File: src/rtl/lc3_operate_ctrl.sv
// LC-3 operate-instruction sequencer: decodes ADD/AND/NOT, drives the registered ALU,
// writes the result back and maintains the N/Z/P condition codes.
module lc3_operate_ctrl #(
  parameter logic [2:0] NZP_RST     = 3'b010,
  parameter bit         CHK_NOT_ONE = 1'b1
) (
  input  logic        clk,
  input  logic        rst,
  input  logic [15:0] instr,
  input  logic        instr_valid,
  output logic        instr_ready,
  output logic [2:0]  sr1_addr,
  output logic [2:0]  sr2_addr,
  input  logic [15:0] sr1_data,
  input  logic [15:0] sr2_data,
  output logic [1:0]  alu_k,
  output logic [15:0] op_a,
  output logic [15:0] op_b,
  output logic        gate_alu,
  input  logic [15:0] alu_out,
  output logic        dr_we,
  output logic [2:0]  dr_addr,
  output logic [15:0] dr_data,
  output logic [2:0]  nzp,
  output logic        done,
  output logic        ill_op
);

  typedef enum logic [1:0] {
    S_IDLE,
    S_EXEC,
    S_WB,
    S_ERR
  } state_t;

  localparam logic [3:0] OP_ADD = 4'b0001;
  localparam logic [3:0] OP_AND = 4'b0101;
  localparam logic [3:0] OP_NOT = 4'b1001;

  state_t      r_state;
  state_t      w_next;
  logic [15:0] r_ir;
  logic [2:0]  r_nzp;
  logic        w_legal;

  // Legality is judged on the incoming word so the IDLE->EXEC/ERR decision
  // is made in the same edge that latches it into r_ir.
  always_comb begin
    w_legal = 1'b0;
    case (instr[15:12])
      OP_ADD, OP_AND: w_legal = 1'b1;
      OP_NOT:         w_legal = !CHK_NOT_ONE || (instr[5:0] == 6'h3F);
      default:        w_legal = 1'b0;
    endcase
  end

  always_ff @(posedge clk or negedge rst) begin
    if (!rst) r_state <= S_IDLE;
    else      r_state <= w_next;
  end

  always_comb begin
    w_next = r_state;
    case (r_state)
      S_IDLE:  if (instr_valid) w_next = w_legal ? S_EXEC : S_ERR;
      S_EXEC:  w_next = S_WB;
      S_WB:    w_next = S_IDLE;
      S_ERR:   w_next = S_IDLE;
      default: w_next = S_IDLE;
    endcase
  end

  always_ff @(posedge clk or negedge rst) begin
    if (!rst) begin
      r_ir <= '0;
    end else if (r_state == S_IDLE && instr_valid) begin
      r_ir <= instr;
    end
  end

  always_ff @(posedge clk or negedge rst) begin
    if (!rst) begin
      r_nzp <= NZP_RST;
    end else if (r_state == S_WB) begin
      if (alu_out[15])          r_nzp <= 3'b100;
      else if (alu_out == '0)   r_nzp <= 3'b010;
      else                      r_nzp <= 3'b001;
    end
  end

  always_comb begin
    instr_ready = 1'b0;
    sr1_addr    = '0;
    sr2_addr    = '0;
    alu_k       = 2'b11;
    op_a        = '0;
    op_b        = '0;
    gate_alu    = 1'b0;
    dr_we       = 1'b0;
    dr_addr     = '0;
    dr_data     = '0;
    done        = 1'b0;
    ill_op      = 1'b0;
    case (r_state)
      S_IDLE: instr_ready = 1'b1;
      S_EXEC: begin
        sr1_addr = r_ir[8:6];
        sr2_addr = r_ir[2:0];
        op_a     = sr1_data;
        case (r_ir[15:12])
          OP_ADD:  alu_k = 2'b00;
          OP_AND:  alu_k = 2'b01;
          default: alu_k = 2'b10;
        endcase
        if (r_ir[15:12] != OP_NOT)
          op_b = r_ir[5] ? {{11{r_ir[4]}}, r_ir[4:0]} : sr2_data;
      end
      S_WB: begin
        gate_alu = 1'b1;
        dr_we    = 1'b1;
        dr_addr  = r_ir[11:9];
        dr_data  = alu_out;
        done     = 1'b1;
      end
      S_ERR:   ill_op = 1'b1;
      default: ;
    endcase
  end

  assign nzp = r_nzp;

endmodule

File: config.mk
export PLATFORM = sky130hd
export DESIGN_NAME = lc3_operate_ctrl
export DESIGN_NICKNAME = d
export VERILOG_FILES = /design/src/rtl/lc3_operate_ctrl.sv
export SDC_FILE = /design/constraint.sdc
export NUM_CORES = 1
export LEC_CHECK = 0
export ABC_AREA = 1
export CAP_MARGIN = 15
export CORE_UTILIZATION = 35
export CTS_BUF_LIST = sky130_fd_sc_hd__clkbuf_4
export DETAILED_ROUTE_END_ITERATION = 6
export PLACE_DENSITY = 0.95
export RECOVER_POWER = 50
export SYNTH_ARGS = -nofsm -noshare
export SYNTH_HDL_FRONTEND = slang
export SYNTH_SLANG_ARGS = --single-unit
File: constraint.sdc
create_clock -name clk -period 3.15 [get_ports clk]
set_clock_uncertainty 0.1 [all_clocks]
set_input_delay 0.4725 -clock clk [delete_from_list [all_inputs] [get_ports clk]]
set_output_delay 0.4725 -clock clk [all_outputs]
set_load 0.05 [all_outputs]
== Word level (Yosys, flattened, before mapping) ==
Cells that the tools add are included.
Operators by class
  equal/unequal tests: 11
  muxes and demuxes: 19
  reduce and logical (&&, ||, !) cells: 5
Operator list (count)
  $mux W16: 5
  $logic_not A16 Y1: 1
  $mux W3: 4
  $eq A4 B1 Y1 const B: 2
  $eq A4 B3 Y1 const B: 2
  $mux W2: 4
  $eq A6 B6 Y1 const B: 1
  $pmux W2 S3: 1
  $eq A2 B2 Y1 const B: 2
  $eq A4 B4 Y1 const B: 1
  $ne A4 B4 Y1 const B: 1
  $pmux W2 S2: 1
  $reduce_or A2 Y1: 2
  $mux W1: 3
  $eq A2 B1 Y1 const B: 1
  $logic_not A2 Y1: 1
  $ne A2 B2 Y1 const B: 1
  $pmux W1 S2: 1
  $logic_and A1 B1 Y1: 1
Word-level totals
  register bits: 21
  input port bits: 67
  logic and storage cells: 38

== Logic depth before layout (Yosys ltp) ==
  word-level depth: 6
  gate-level depth with buffers: 6

== Worst setup path before layout ==
OpenSTA, ideal clock, no wires.
  path type: register -> output
  from: reg r_ir[5]
  to: out op_b[0]
  arrival time: 1.530 ns
  required time: 2.577 ns
  path slack: 1.048 ns
  stages on the path, launching flop included: 5
  cells stage by stage: dfrtp_1 inv_2 buf_2 nand2_1 a21oi_1
On the way
  cells in the longest elaborated chain, start to end: 3
RTL lines
  start: declaration: line 42  | logic [15:0] r_ir;
  start signal: assignment: line 77  | r_ir <= instr;
  $mux W16: line 116  | op_b = r_ir[5] ? {{11{r_ir[4]}}, r_ir[4:0]} : sr2_data;
  $mux W16: line 115  | if (r_ir[15:12] != OP_NOT)
  $mux W16: line 104  | case (r_state)
  end: declaration: line 18  | output logic [15:0] op_b,
No other way between the ends.

== Worst setup path after layout ==
  from: reg r_state[0]
  to: out op_a[12]
On the way
  cells in the longest elaborated chain, start to end: 2
RTL lines
  start: declaration: line 40  | state_t r_state;
  start signal: assignment: line 59  | else r_state <= w_next;
  $eq A2 B1 Y1: line 104
  $mux W16: line 104
  end: declaration: line 17  | output logic [15:0] op_a,
No other way between the ends.

==> results.json <==
{
  "outcome": "completed",
  "dp_hpwl_um": 3970,
  "timing.rr.start": "r_state[1]",
  "syn_inst": 242,
  "fillerInstances": 343,
  "drc": 0,
  "cp-start-kind": "flop",
  "coreArea_sq_um": 4060,
  "vias_per_cell": 4.54,
  "synth_warnings": 0,
  "final_cell_mix": "118 x clkdlybuf4s50_1, 68 x nor2_1, 49 x inv_1, 49 x nand2_1, 20 x dfrtp_1",
  "vias": 1898,
  "syn_nets": 309,
  "netlist_area_sq_um": 1490,
  "setup_viol": 0,
  "layout-drive-gt1-share": 0.0353,
  "final_nets": 436,
  "die_y_um": 67.3,
  "relSlewSlack": 0.389,
  "antenna_found_initial": 0,
  "power.density_nw_per_um2": 492,
  "start_util": 0.368,
  "leakagePower_nw": 1.34,
  "gr-usage-all-layers": 0.211,
  "wl_um": 4730,
  "cts_hold_buf": 0,
  "yosysSeqAreaShare": 0.353,
  "hold_viol_final": 0,
  "cts_sinks": 21,
  "final_common_cell": "clkdlybuf4s50_1",
  "peakVddDrop_mv": 0.290,
  "insertion_delay_ps": 280,
  "syn_area_per_cell_sq_um": 6.16,
  "cts_max_level": 1,
  "r2r-end": "r_ir[0]",
  "maxCapViolCount": 0,
  "setup_slack_ps": 311,
  "dp_slack_ps": 484,
  "grt_pass1_wl_um": 7290,
  "hp-start": "nzp[1]",
  "hold_path.class": "reg -> reg",
  "worstHoldPathCells": 2,
  "post-cts-setup-buffer-count": 0,
  "finalSetupTns_ps": 0,
  "diodes": 0,
  "critPathArrivalTime_ps": 2270,
  "postRouteAntennaNets": 0,
  "cts-buffers-inserted": 3,
  "gp_congestion": 0.743,
  "syn_to_final_growth_pct": 88.8,
  "first_pass_iters": 4,
  "period_minus_slack_ps": 2840,
  "synth_cell_type_count": 19,
  "initialDrtViolationCount": 75,
  "cts_tree": "yes",
  "criticalPathCategory": "reg -> out",
  "grt_pass1_vias": 1764,
  "slew_violations": 0,
  "min_period_over_period": 0.901,
  "required_ps": 2580,
  "r2r_cells": 4,
  "overflow": 0,
  "fp.dieArea_sq_um": 4530,
  "r2r_slack_ps": 1090,
  "end_kind": "output pin",
  "port_buffers": 133,
  "cp_max_fo": 22,
  "cts-resized-gates": 0,
  "die_w_um": 67.3,
  "post_drt_wl_per_cell_um": 11.3,
  "timing.fmax_ghz": 0.352,
  "grt_setup_unrepaired": "no",
  "clockRootBuffer": "clkbuf_4",
  "pin_count": 134,
  "ys_ff_latch": 21,
  "tightest_slew_ps": 913,
  "fp-row-count": 23,
  "min_to": "nzp[1]",
  "clk_pin_slew_ps": 100,
  "clockBufferDepth": 2,
  "grt_max_degree": 29
}
==> kinds of logic (layout without fill, tap and decap cells) <==
logic type	Yosys count	count (layout)	share of synthesized area
simple gates	127	127	0.346
buf+inv	63	189	0.195
compound gates	31	31	0.106
flops	21	21	0.353
==> metal layers <==
metal  track usage  routed length [um]  vias up
met5             0                   0        -
met4        0.0798                 132        0
met3        0.0372                 244       10
met2         0.384                2510       79
met1         0.244                1840      853
li1              -                   -      956
==> metrics by stage <==
stage	std cells	instance area [sq um]	hold WS [ps]	utilization	total power, mW
final	418	2820	382	0.694	1.39
after global placement	414	2790	361	0.688	1.26
after global routing	418	2820	405	0.694	1.48
after CTS	418	2820	385	0.695	1.42
after detailed placement	414	2790	364	0.688	1.28
after floorplan	242	1490	76.9	-	0.985
==> layout make-up <==
class,count,area (sq um),area share
multi-input combinational,158,668,0.237
tap,50,62.6,0.0222
timing repair buffer,133,1330,0.473
inverter,52,196,0.0698
sequential,21,527,0.187
clock buffer,4,30.0,0.0107
==> state kept, by name, summed over array words and instances, names as in the netlist <==
signal	flops
r_state	2
r_ir	16
nzp	3
==> power breakdown <==
| part | total, mW | leakage (nW) | internal, mW | switching [mW] |
|---|---|---|---|---|
| Sequential | 0.386 | 0.256 | 0.342 | 0.0439 |
| Clock | 0.132 | 0.0184 | 0.0578 | 0.0744 |
| Combinational | 0.868 | 1.06 | 0.293 | 0.574 |
==> worst max-delay path: stages (launching register included) <==
cell,delay [ps]
dfrtp_1,460
inv_1,120
nor2_4,200
inv_2,190
nor2_1,170
clkdlybuf4s50_1,820
==> how the worst max path moves through the flow <==
stage | start | endpoint | slack (ps) | cells after the start
final | r_state[0] | op_a[12] | 310 | 5
after global routing | r_state[0] | op_a[12] | 170 | 5
after CTS | r_state[0] | done | 140 | 4
after detailed placement | r_state[0] | done | 480 | 4
after global placement | r_state[0] | done | 530 | 4
after floorplan | r_ir[5] | op_b[0] | 1050 | 4
==> cells in the mapped netlist, drive strengths merged <==
master / n / area (sq um)
nand3: 4 / 20.0
nand2: 51 / 206
nor2: 71 / 284
buf: 11 / 93.8
dfstp: 1 / 26.3
dfrtp: 20 / 500
o21ai: 13 / 65.1
a21oi: 17 / 85.1
nor3: 1 / 5.00
inv: 52 / 198
o21bai: 1 / 7.51
No activity file was read; power rests on OpenSTA's default activity.
